## src/rtl/ram_port_arbiter.sv

```systemverilog
// Arbitrates one single-ported RAM between instruction fetch and the MEMORY stage.
// Each access runs IDLE -> ISSUE -> WAIT -> ACK against a fixed RAM read latency.
module ram_port_arbiter #(
   parameter int unsigned ADDR_WIDTH   = 32,
   parameter int unsigned DATA_WIDTH   = 32,
   parameter int unsigned RAM_LATENCY  = 1,
   parameter int unsigned STARVE_LIMIT = 4
) (
   input  logic                  clock,
   input  logic                  reset,
   input  logic                  if_req,
   input  logic [ADDR_WIDTH-1:0] if_addr,
   output logic                  if_ack,
   output logic [DATA_WIDTH-1:0] if_rdata,
   output logic                  if_stall,
   input  logic                  mem_req,
   input  logic                  mem_we,
   input  logic [ADDR_WIDTH-1:0] mem_addr,
   input  logic [DATA_WIDTH-1:0] mem_wdata,
   output logic                  mem_ack,
   output logic [DATA_WIDTH-1:0] mem_rdata,
   output logic                  mem_stall,
   output logic                  ram_en,
   output logic                  ram_we,
   output logic [ADDR_WIDTH-1:0] ram_addr,
   output logic [DATA_WIDTH-1:0] ram_wdata,
   input  logic [DATA_WIDTH-1:0] ram_rdata
);

   localparam int unsigned WAIT_W   = (RAM_LATENCY  < 2) ? 1 : $clog2(RAM_LATENCY + 1);
   localparam int unsigned STARVE_W = (STARVE_LIMIT < 2) ? 1 : $clog2(STARVE_LIMIT + 1);

   typedef enum logic [1:0] {IDLE, ISSUE, WAIT, ACK} state_t;

   state_t                state, next_state;
   logic                  grant_mem, grant_mem_d;
   logic                  is_store, is_store_d;
   logic [WAIT_W-1:0]     wait_cnt, wait_cnt_d;
   logic [STARVE_W-1:0]   starve_cnt, starve_cnt_d;
   logic                  if_ack_d, mem_ack_d, ram_en_d, ram_we_d;
   logic [DATA_WIDTH-1:0] if_rdata_d, mem_rdata_d, ram_wdata_d;
   logic [ADDR_WIDTH-1:0] ram_addr_d;
   logic                  any_req, pick_if, starved, last_wait;

   assign any_req   = if_req | mem_req;
   assign starved   = (starve_cnt == STARVE_W'(STARVE_LIMIT));
   assign pick_if   = if_req & (~mem_req | starved);
   assign last_wait = (wait_cnt == WAIT_W'(1));

   assign if_stall  = if_req & ~if_ack;
   assign mem_stall = mem_req & ~mem_ack;

   // State register
   always_ff @(posedge clock) begin
      if (reset) state <= IDLE;
      else       state <= next_state;
   end

   // Next-state logic
   always_comb begin
      next_state = state;
      case (state)
         IDLE:    if (any_req)   next_state = ISSUE;
         ISSUE:                  next_state = WAIT;
         WAIT:    if (last_wait) next_state = ACK;
         ACK:                    next_state = IDLE;
         default:                next_state = IDLE;
      endcase
   end

   // Next values of all registered outputs and bookkeeping
   always_comb begin
      grant_mem_d  = grant_mem;
      is_store_d   = is_store;
      wait_cnt_d   = wait_cnt;
      starve_cnt_d = starve_cnt;
      if_rdata_d   = if_rdata;
      mem_rdata_d  = mem_rdata;
      ram_we_d     = ram_we;
      ram_addr_d   = ram_addr;
      ram_wdata_d  = ram_wdata;
      ram_en_d     = 1'b0;
      if_ack_d     = 1'b0;
      mem_ack_d    = 1'b0;
      case (state)
         IDLE: begin
            if (any_req) begin
               ram_en_d    = 1'b1;
               grant_mem_d = ~pick_if;
               if (pick_if) begin
                  ram_we_d     = 1'b0;
                  is_store_d   = 1'b0;
                  ram_addr_d   = if_addr;
                  ram_wdata_d  = '0;
                  starve_cnt_d = '0;
               end else begin
                  ram_we_d    = mem_we;
                  is_store_d  = mem_we;
                  ram_addr_d  = mem_addr;
                  ram_wdata_d = mem_wdata;
                  // Count MEM wins that kept a waiting fetch out, saturating
                  if (!if_req)       starve_cnt_d = '0;
                  else if (!starved) starve_cnt_d = starve_cnt + STARVE_W'(1);
               end
            end
         end
         ISSUE: begin
            ram_we_d   = 1'b0;
            wait_cnt_d = WAIT_W'(RAM_LATENCY);
         end
         WAIT: begin
            if (last_wait) begin
               if (grant_mem) begin
                  mem_ack_d = 1'b1;
                  if (!is_store) mem_rdata_d = ram_rdata;
               end else begin
                  if_ack_d   = 1'b1;
                  if_rdata_d = ram_rdata;
               end
            end else begin
               wait_cnt_d = wait_cnt - WAIT_W'(1);
            end
         end
         default: ;
      endcase
   end

   // Output and bookkeeping registers
   always_ff @(posedge clock) begin
      if (reset) begin
         grant_mem  <= 1'b0;
         is_store   <= 1'b0;
         wait_cnt   <= '0;
         starve_cnt <= '0;
         if_ack     <= 1'b0;
         mem_ack    <= 1'b0;
         if_rdata   <= '0;
         mem_rdata  <= '0;
         ram_en     <= 1'b0;
         ram_we     <= 1'b0;
         ram_addr   <= '0;
         ram_wdata  <= '0;
      end else begin
         grant_mem  <= grant_mem_d;
         is_store   <= is_store_d;
         wait_cnt   <= wait_cnt_d;
         starve_cnt <= starve_cnt_d;
         if_ack     <= if_ack_d;
         mem_ack    <= mem_ack_d;
         if_rdata   <= if_rdata_d;
         mem_rdata  <= mem_rdata_d;
         ram_en     <= ram_en_d;
         ram_we     <= ram_we_d;
         ram_addr   <= ram_addr_d;
         ram_wdata  <= ram_wdata_d;
      end
   end

endmodule

```

## config.mk

```make
export PLATFORM = sky130hd
export DESIGN_NAME = ram_port_arbiter
export DESIGN_NICKNAME = d
export VERILOG_FILES = /design/src/rtl/ram_port_arbiter.sv
export SDC_FILE = /design/constraint.sdc
export NUM_CORES = 1
export LEC_CHECK = 0
export ABC_AREA = 1
export BUFFER_PORTS_ARGS = -buffer_cell sky130_fd_sc_hd__buf_2
export CORE_ASPECT_RATIO = 0.75
export CORE_MARGIN = 2
export CORE_UTILIZATION = 30
export CTS_CLUSTER_DIAMETER = 80
export DETAILED_ROUTE_END_ITERATION = 8
export GPL_TIMING_DRIVEN = 0
export MAX_ROUTING_LAYER = met4
export SYNTH_ARGS = -nofsm -noshare
export SYNTH_HDL_FRONTEND = slang
export SYNTH_SLANG_ARGS = --single-unit
```

## constraint.sdc

```tcl
create_clock -name clock -period 1.3 [get_ports clock]
set_input_delay 0.13 -clock clock [delete_from_list [all_inputs] [get_ports clock]]
set_output_delay 0.13 -clock clock [all_outputs]
set_load 0.01 [all_outputs]
```

==> results of run 1 <==
-- synthesized netlist by cell type --
cell | count | share of area (%)
sky130_fd_sc_hd__o21ai_0 | 96 | 8.4
sky130_fd_sc_hd__nor2_8 | 1 | 0.35
sky130_fd_sc_hd__nand2_1 | 79 | 5.2
sky130_fd_sc_hd__nand2_2 | 1 | 0.11
sky130_fd_sc_hd__buf_1 | 2 | 0.13
sky130_fd_sc_hd__buf_2 | 17 | 1.5
sky130_fd_sc_hd__clkbuf_2 | 1 | 0.087
sky130_fd_sc_hd__inv_1 | 13 | 0.85
sky130_fd_sc_hd__buf_8 | 1 | 0.26
sky130_fd_sc_hd__nor2_1 | 204 | 13
sky130_fd_sc_hd__nand3_2 | 10 | 1.7
sky130_fd_sc_hd__nand3_1 | 58 | 5.1
sky130_fd_sc_hd__ha_1 | 5 | 1.1
sky130_fd_sc_hd__a21boi_1 | 18 | 2.4
sky130_fd_sc_hd__a21boi_0 | 14 | 1.8
sky130_fd_sc_hd__xnor2_1 | 1 | 0.15
sky130_fd_sc_hd__inv_2 | 2 | 0.13
sky130_fd_sc_hd__buf_6 | 9 | 1.8
sky130_fd_sc_hd__a21oi_1 | 39 | 3.4
sky130_fd_sc_hd__nand2_8 | 1 | 0.35
sky130_fd_sc_hd__buf_4 | 7 | 0.92
sky130_fd_sc_hd__nor2_4 | 1 | 0.20
sky130_fd_sc_hd__nor3_1 | 1 | 0.087
sky130_fd_sc_hd__dfxtp_1 | 140 | 49
sky130_fd_sc_hd__o21ai_2 | 1 | 0.15
sky130_fd_sc_hd__clkbuf_1 | 22 | 1.4
sky130_fd_sc_hd__nand4_1 | 1 | 0.11
sky130_fd_sc_hd__o21ai_1 | 2 | 0.17
-- state kept, by name (all words and copies together), names as in the netlist --
name        cells
grant_mem       1
starve_cnt      3
if_ack          1
ram_wdata      32
mem_ack         1
if_rdata       32
ram_en          1
ram_we          1
state           2
mem_rdata      32
is_store        1
ram_addr       32
last_wait       1
-- logic make-up (layout without fill, tap and decap cells) --
| logic type | Yosys count | after routing | share of synthesized area [%] |
|---|---|---|---|
| simple gates | 357 | 358 | 26.53 |
| compound gates | 170 | 170 | 16.30 |
| flops | 140 | 140 | 48.87 |
| buf+inv | 74 | 469 | 7.068 |
| fa+ha+maj | 5 | 5 | 1.091 |
| xor+xnor | 1 | 1 | 0.1527 |
-- repair_timing --
action,4_1_cts,5_1_grt
pin swaps,27,56
endpoints found under the hold margin,96,2
setup endpoints to repair,135,132
gates cloned,12,5
buffers inserted,16,4
resized for setup,149,155
hold buffers,64,1
-- layer usage --
layer  global-route usage (%)  up-vias
met1                    27.47     3014
li1                         -     3234
met3                    4.196       19
met5                        -        -
met4                    5.263        0
met2                    30.36      186
-- final cells by class --
class / instances / area (um^2) / area share [%]
Timing Repair Buffer: 365 / 2480 / 24.98
Multi-Input combinational cell: 534 / 3112 / 31.34
Inverter: 15 / 81.33 / 0.8192
Clock inverter: 15 / 151.4 / 1.525
Clock buffer: 17 / 425.4 / 4.285
Sequential cell: 140 / 2811 / 28.32
Tap cell: 247 / 309.0 / 3.113
Buffer: 57 / 558.0 / 5.621
-- power by group through the flow --
| stage | logic, mW | registers (mW) | clock network (mW) |
|---|---|---|---|
| after global routing | 7.55 | 5.73 | 5.07 |
| after global placement | 4.67 | 5.61 | 0 |
| after detailed placement | 4.69 | 5.62 | 0 |
| after CTS | 5.95 | 5.61 | 4.90 |
| final | 6.92 | 5.63 | 4.81 |
| after floorplan | 2.52 | 5.98 | 0 |
-- worst max path at each step --
stage                                     startpoint                   endpoint  slack, ns  cells after the start
after floorplan           starve_cnt[0]$_SDFFE_PP0P_  ram_addr[11]$_SDFFE_PP0P_     -0.005                     10
after global placement         state[0]$_SDFFE_PP0P_  if_rdata[25]$_SDFFE_PP0P_      -0.38                      7
after detailed placement       state[0]$_SDFFE_PP0P_  if_rdata[25]$_SDFFE_PP0P_      -0.38                      7
after CTS                 starve_cnt[0]$_SDFFE_PP0P_   ram_addr[8]$_SDFFE_PP0P_       -0.1                     11
after global routing      starve_cnt[0]$_SDFFE_PP0P_  ram_addr[22]$_SDFFE_PP0P_      -0.20                     10
final                          state[1]$_SDFFE_PP0P_  ram_addr[21]$_SDFFE_PP0P_      -0.12                      9
-- through the flow --
step	hold WS, ns	area, um^2	setup WS (ns)
floorplan	0.2649	5746	-0.005261
global placement	0.3729	7376	-0.3824
detailed placement	0.3729	7376	-0.3816
CTS	0.01491	9320	-0.09540
global route	0.04927	9928	-0.2030
finish	0.03594	9928	-0.1222
-- critical path: stages, from the launching register on --
cell and delay, ns:
sky130_fd_sc_hd__dfxtp_4 0.36, sky130_fd_sc_hd__inv_4 0.06, sky130_fd_sc_hd__ha_4 0.17, sky130_fd_sc_hd__inv_6 0.05
sky130_fd_sc_hd__nor2_4 0.14, sky130_fd_sc_hd__buf_6 0.17, sky130_fd_sc_hd__buf_8 0.14, sky130_fd_sc_hd__nand2_2 0.06
sky130_fd_sc_hd__nor2_2 0.11, sky130_fd_sc_hd__nor2_1 0.04
==> insert_results.sql, run 1 <==
INSERT INTO impl_metrics (metric_group, metric, value, unit) VALUES
('worst_hold_path', 'holdPathStages', '5', ''),
('final_layout', 'final_common_cell', 'sky130_fd_sc_hd__buf_2', ''),
('global_route', 'globalRouteTotalUtil', '20.09', '%'),
('detailed_routing', 'wl_met1', '10040', 'um'),
('synth', 'part_of_the_yosys_area_used_for_sequential_elements', '48.87', '%'),
('sta', 'slew-limit-headroom', '49.16', '%'),
('power_and_ir_drop', 'post-layout-total-power', '17.36', 'mW'),
('placed_design', 'detailedPlacementHpwl', '13780', 'um'),
('clock_network', 'tritoncts', 'built', ''),
('worst_hold_path', 'whs_endpoint', 'ram_addr[16]$_SDFFE_PP0P_', ''),
('worst_hold_path', 'worstHoldStart', 'if_addr[16]', ''),
('global_route', 'overflow', '0', ''),
('final_layout', 'finalNonFillerCells', '1390', ''),
('sta', 'maxClockFrequency', '0.7031', 'GHz'),
('synth', 'syn_area_per_cell', '7.678', 'um^2'),
('worst_setup_path', 'timing.reg2reg.worst_path_depth', '9', ''),
('placed_design', 'io_buffer_count', '264', ''),
('clock_network', 'clk_path_buf_depth', '2', ''),
('floorplanning', 'vert_die_dim', '123.7', 'um'),
('floorplanning', 'num_io_pins', '267', ''),
('sta', 'post-route-period-util', '109.4', '%'),
('sta', 'finalMaxSlewViolations', '0', ''),
('detailed_routing', 'drt-pass1-iter-count', '4', ''),
('power_and_ir_drop', 'clockPowerShare', '27.7', '%'),
('worst_setup_path', 'timing_worst_setup_path_type', 'reg2reg', ''),
('final_layout', 'layout.core_utilization', '53.33', '%'),
('clock_network', 'cts.reportedPaths.clkPinSlew', '0.07', 'ns'),
('floorplanning', 'coreArea', '0.01862', 'mm^2'),
('outcome', 'failing_checks', 'setup timing', ''),
('worst_hold_path', 'timing.hold.worst.class', 'in2reg', ''),
('worst_setup_path', 'worst-r2r-setup-slack', '-0.12', 'ns'),
('detailed_routing', 'met2_length', '9835', 'um'),
('worst_setup_path', 'setup.worst_path.end_class', 'register', ''),
('synth', 'ys.warnings.count', '0', ''),
('final_layout', 'num-nets-final', '1268', ''),
('clock_network', 'clkSinkCount', '140', ''),
('detailed_routing', 'highest-signal-layer', 'met4', ''),
('detailed_routing', 'detail-route-antenna-nets', '0', ''),
('synth', 'synthesis.instances', '747', ''),
('detailed_routing', 'drc', '0', ''),
('sta', 'setup_violations', '99', ''),
('sta', 'finalHoldViolations', '0', ''),
('placed_design', 'gp_congestion', '0.8310', ''),
('global_route', 'grt_pass1_vias', '6159', ''),
('outcome', 'outcome', 'finished with violations', ''),
('clock_network', 'clk_latency_worst_skew_pair', '0.42', 'ns'),
('power_and_ir_drop', 'p_switching', '6.261', 'mW'),
('clock_network', 'h-tree-depth', '4', ''),
('synth', 'mappedNetlistArea', '0.005736', 'mm^2'),
('power_and_ir_drop', 'peak_vdd_ir', '892.2', 'uV'),
('worst_setup_path', 'start_kind', 'register', ''),
('sta', 'fin_tns_setup', '-5.986', 'ns'),
('detailed_routing', 'routed_wirelength', '21290', 'um'),
('floorplanning', 'dieArea', '0.02025', 'mm^2'),
('detailed_routing', 'met3WireLength', '1140', 'um'),
('power_and_ir_drop', 'power_per_cell_area', '1748', 'mW/mm^2'),
('sta', 'finalWorstSetupSlack', '-0.1222', 'ns'),
('power_and_ir_drop', 'internal_power', '11.10', 'mW'),
('global_route', 'grt_pass1_wl', '31060', 'um'),
('sta', 'clock-skew-final', '0.009801', 'ns'),
('worst_setup_path', 'regToRegEndpoint', 'ram_addr[21]$_SDFFE_PP0P_', ''),
('power_and_ir_drop', 'swShare', '36.07', '%'),
('sta', 'rsz0062_at_grt', 'true', ''),
('power_and_ir_drop', 'static_leakage', '4.564', 'nW'),
('sta', 'finalWorstPathRequiredPeriod', '1.422', 'ns'),
('floorplanning', 'rows', '43', ''),
('detailed_routing', 'final_routed_wire_length_divided_by_cell_count', '15.31', 'um'),
('run', 'drv_cap', '0', ''),
('worst_setup_path', 'worstPathMaxFanout', '5', ''),
('sta', 'max_slew.worst_pin.slew', '0.7626', 'ns'),
('final_layout', 'antenna_cells', '0', '');
(Power assumes the default switching activity.)
==> run 2: changes to the inputs <==
--- a/config.mk
+++ b/config.mk
@@ -13,7 +13,7 @@
 export CTS_CLUSTER_DIAMETER = 80
 export DETAILED_ROUTE_END_ITERATION = 8
 export GPL_TIMING_DRIVEN = 0
-export MAX_ROUTING_LAYER = met4
+export SKIP_LAST_GASP = 1
 export SYNTH_ARGS = -nofsm -noshare
 export SYNTH_HDL_FRONTEND = slang
 export SYNTH_SLANG_ARGS = --single-unit
==> constraint.sdc (replaced) <==
create_clock -name clock -period 1.3 [get_ports clock]
set_input_delay 0.13 -clock clock [delete_from_list [all_inputs] [get_ports clock]]
set_output_delay 0.13 -clock clock [all_outputs]
set_load 0.05 [all_outputs]
==> run 2 against run 1 <==
The flow still finishes with violations (setup timing). Final cell count down 0.50%. Setup slack better by 0.0045 ns. Via count about the same. Sequential power up 0.7%. Register-to-register slack about the same. Power up 9.5%. Fmax up 0.32%. Wire length up 0.11%. Die area unchanged. Flip-flop and latch count unchanged. Worst hold slack better by 0.0033 ns. Non-clock buffer count down 7. Largest cell class unchanged. Largest power group unchanged.
==> insert_results.sql, run 2 (same netlist as run 1, synthesis figures left out) <==
INSERT INTO impl_metrics (metric_group, metric, value, unit) VALUES
('sta', 'slew-limit-headroom', '51.72', '%'),
('floorplanning', 'rows', '43', ''),
('power_and_ir_drop', 'power_per_cell_area', '1956', 'mW/mm^2'),
('global_route', 'grt_antenna_before_repair', '0', ''),
('placed_design', 'placed_cells_incl_taps', '1258', ''),
('worst_setup_path', 'worst_ep_required_time', '1.65', 'ns'),
('global_route', 'grt_pass1_vias', '6036', ''),
('outcome', 'failing_checks', 'setup timing', ''),
('detailed_routing', 'drt-pass1-iter-count', '4', ''),
('power_and_ir_drop', 'peak_vdd_ir', '1042', 'uV'),
('placed_design', 'detailedPlacementHpwl', '14200', 'um'),
('clock_network', 'tritoncts', 'built', ''),
('sta', 'finalWorstSetupSlack', '-0.1177', 'ns'),
('final_layout', 'most_frequent_cells_in_the_layout', 'sky130_fd_sc_hd__buf_2, sky130_fd_sc_hd__nor2_1, sky130_fd_sc_hd__dfxtp_1, sky130_fd_sc_hd__nand2_1, sky130_fd_sc_hd__dlygate4sd3_1', ''),
('sta', 'finalHoldViolations', '0', ''),
('sta', 'finalMaxSlewViolations', '0', ''),
('clock_network', 'clk_path_buf_depth', '2', ''),
('detailed_routing', 'drc', '0', ''),
('worst_setup_path', 'worstPathMaxFanout', '10', ''),
('final_layout', 'sequential_cell_area', '0.002810', 'mm^2'),
('placed_design', 'placement.cell_area', '0.007381', 'mm^2'),
('final_layout', 'postLayoutCellArea', '0.009722', 'mm^2'),
('placed_design', 'placement.setup.worst_slack', '-0.4449', 'ns'),
('sta', 'max_slew.worst_pin.slew', '0.7241', 'ns'),
('final_layout', 'multi_input_area', '0.003014', 'mm^2'),
('sta', 'post-route-period-util', '109.1', '%'),
('final_layout', 'area_growth', '69.50', '%'),
('detailed_routing', 'num_vias', '6458', ''),
('placed_design', 'io_buffer_count', '264', ''),
('worst_setup_path', 'worst-endpoint-arrival', '1.77', 'ns'),
('sta', 'rsz0062_at_grt', 'true', ''),
('final_layout', 'finalNonFillerCells', '1383', ''),
('final_layout', 'final_common_cell', 'sky130_fd_sc_hd__buf_2', ''),
('sta', 'setup_violations', '131', ''),
('detailed_routing', 'detail-route-antenna-nets', '0', ''),
('global_route', 'pin_count_of_the_biggest_net_entering_global_routing', '17', ''),
('sta', 'maxClockFrequency', '0.7053', 'GHz'),
('floorplanning', 'overall_die_width', '163.7', 'um'),
('clock_network', 'root_buffer', 'sky130_fd_sc_hd__clkbuf_16', ''),
('clock_network', 'clkSinkCount', '140', ''),
('worst_setup_path', 'timing_worst_setup_path_type', 'reg2reg', ''),
('clock_network', 'cts_made_buffers', '17', ''),
('global_route', 'grt_pass1_wl', '31190', 'um'),
('detailed_routing', 'final_routed_wire_length_divided_by_cell_count', '15.41', 'um'),
('detailed_routing', 'drtIter0Drc', '474', ''),
('run', 'drv_cap', '0', ''),
('clock_network', 'clk_latency_worst_skew_pair', '0.43', 'ns'),
('final_layout', 'num-nets-final', '1261', ''),
('sta', 'finalWorstPathRequiredPeriod', '1.418', 'ns'),
('final_layout', 'antenna_cells', '0', ''),
('final_layout', 'layout.filler_cells', '1813', ''),
('floorplanning', 'coreArea', '0.01862', 'mm^2'),
('placed_design', 'gp_congestion', '0.8112', ''),
('sta', 'fin_tns_setup', '-8.088', 'ns'),
('final_layout', 'post_route_cells_drive_above_1_share', '43.13', '%'),
('outcome', 'outcome', 'finished with violations', ''),
('sta', 'clock-skew-final', '0.01125', 'ns'),
('worst_setup_path', 'start_kind', 'register', ''),
('floorplanning', 'num_io_pins', '267', ''),
('floorplanning', 'dieArea', '0.02025', 'mm^2'),
('power_and_ir_drop', 'static_leakage', '4.505', 'nW'),
('floorplanning', 'initial_standard_cell_utilization_of_the_core', '30.81', '%'),
('global_route', 'globalRouteTotalUtil', '19.71', '%'),
('worst_hold_path', 'timing.hold.worst.class', 'in2reg', ''),
('clock_network', 'cts.reportedPaths.clkPinSlew', '0.07', 'ns'),
('detailed_routing', 'routed_wirelength', '21310', 'um'),
('global_route', 'overflow', '0', ''),
('floorplanning', 'vert_die_dim', '123.7', 'um'),
('worst_setup_path', 'setup.worst_path.end_class', 'register', ''),
('detailed_routing', 'detail_route.vias_per_cell', '4.670', ''),
('clock_network', 'h-tree-depth', '4', '');
==> run 2: cell count changes in the layout (fill, tap and decap cells not counted), moves of 9 or more <==
cell	change
sky130_fd_sc_hd__nor2_4	+11
sky130_fd_sc_hd__o21ai_2	+14
sky130_fd_sc_hd__nor2_2	-19
sky130_fd_sc_hd__nand3_1	+9
sky130_fd_sc_hd__nand2_1	+11
sky130_fd_sc_hd__o21ai_0	-11
==> run 2: power breakdown <==
| part | switching [mW] | internal [mW] |
|---|---|---|
| combinational | 5.76 | 2.90 |
| sequential | 0.514 | 5.16 |
| clock | 2.12 | 2.56 |
| total | 8.39 | 10.6 |
==> run 2: timing repair <==
item / CTS / global route
hold endpoints to repair: 96 / 0
buffers inserted: 15 / 5
endpoints found under the setup margin: 133 / 136
gates cloned: 8 / 4
pin swaps: 33 / 53
gates resized for setup: 143 / 141
hold buffers: 64 / 0
==> run 2: worst paths after layout <==
path | startpoint | to | slack [ns] | cells past startpoint
max | state[1]$_SDFFE_PP0P_ | ram_wdata[11]$_SDFFE_PP0P_ | -0.12 | 8
min | if_addr[15] | ram_addr[15]$_SDFFE_PP0P_ | 0.04 | 5
max reg2reg | state[1]$_SDFFE_PP0P_ | ram_wdata[11]$_SDFFE_PP0P_ | -0.12 | 8
min reg2reg | ram_wdata[14]$_SDFFE_PP0P_ | ram_wdata[14]$_SDFFE_PP0P_ | 0.46 | 2
==> run 2: stage by stage <==
stage	hold WS (ns)	power (mW)	util (%)
detailed placement	0.3741	12.64	39.65
global placement	0.3710	12.61	39.65
global route	0.04774	20.00	52.22
finish	0.03923	19.01	52.22
CTS	0.02277	18.54	49.58
floorplan	0.2649	10.82	-
==> run 2: final cells by class <==
cell class	count	share of cell area, %
flip-flops and latches	140	28.91
clock inverters	14	1.274
repair buffers	357	24.38
inverters	15	0.8880
plain buffers	58	5.856
multi-input cells	534	31.00
well taps	247	3.179
clock buffers	18	4.517
==> run 2: critical path: stages (launching register included) <==
cell	delay, ns
sky130_fd_sc_hd__dfxtp_4	0.36
sky130_fd_sc_hd__inv_4	0.07
sky130_fd_sc_hd__ha_4	0.18
sky130_fd_sc_hd__inv_6	0.06
sky130_fd_sc_hd__nor2_4	0.15
sky130_fd_sc_hd__buf_12	0.15
sky130_fd_sc_hd__buf_12	0.14
sky130_fd_sc_hd__nand3_2	0.09
sky130_fd_sc_hd__a21oi_2	0.14
==> run 2: routing by layer <==
metal / track usage, % / part of all wire, % / vias to the layer above
li1: - / - / 3222
met1: 26.50 / 47 / 2998
met2: 31.25 / 45 / 216
met3: 5.861 / 6.7 / 22
met4: 4.605 / 1.3 / 0
met5: 0 / 0 / -
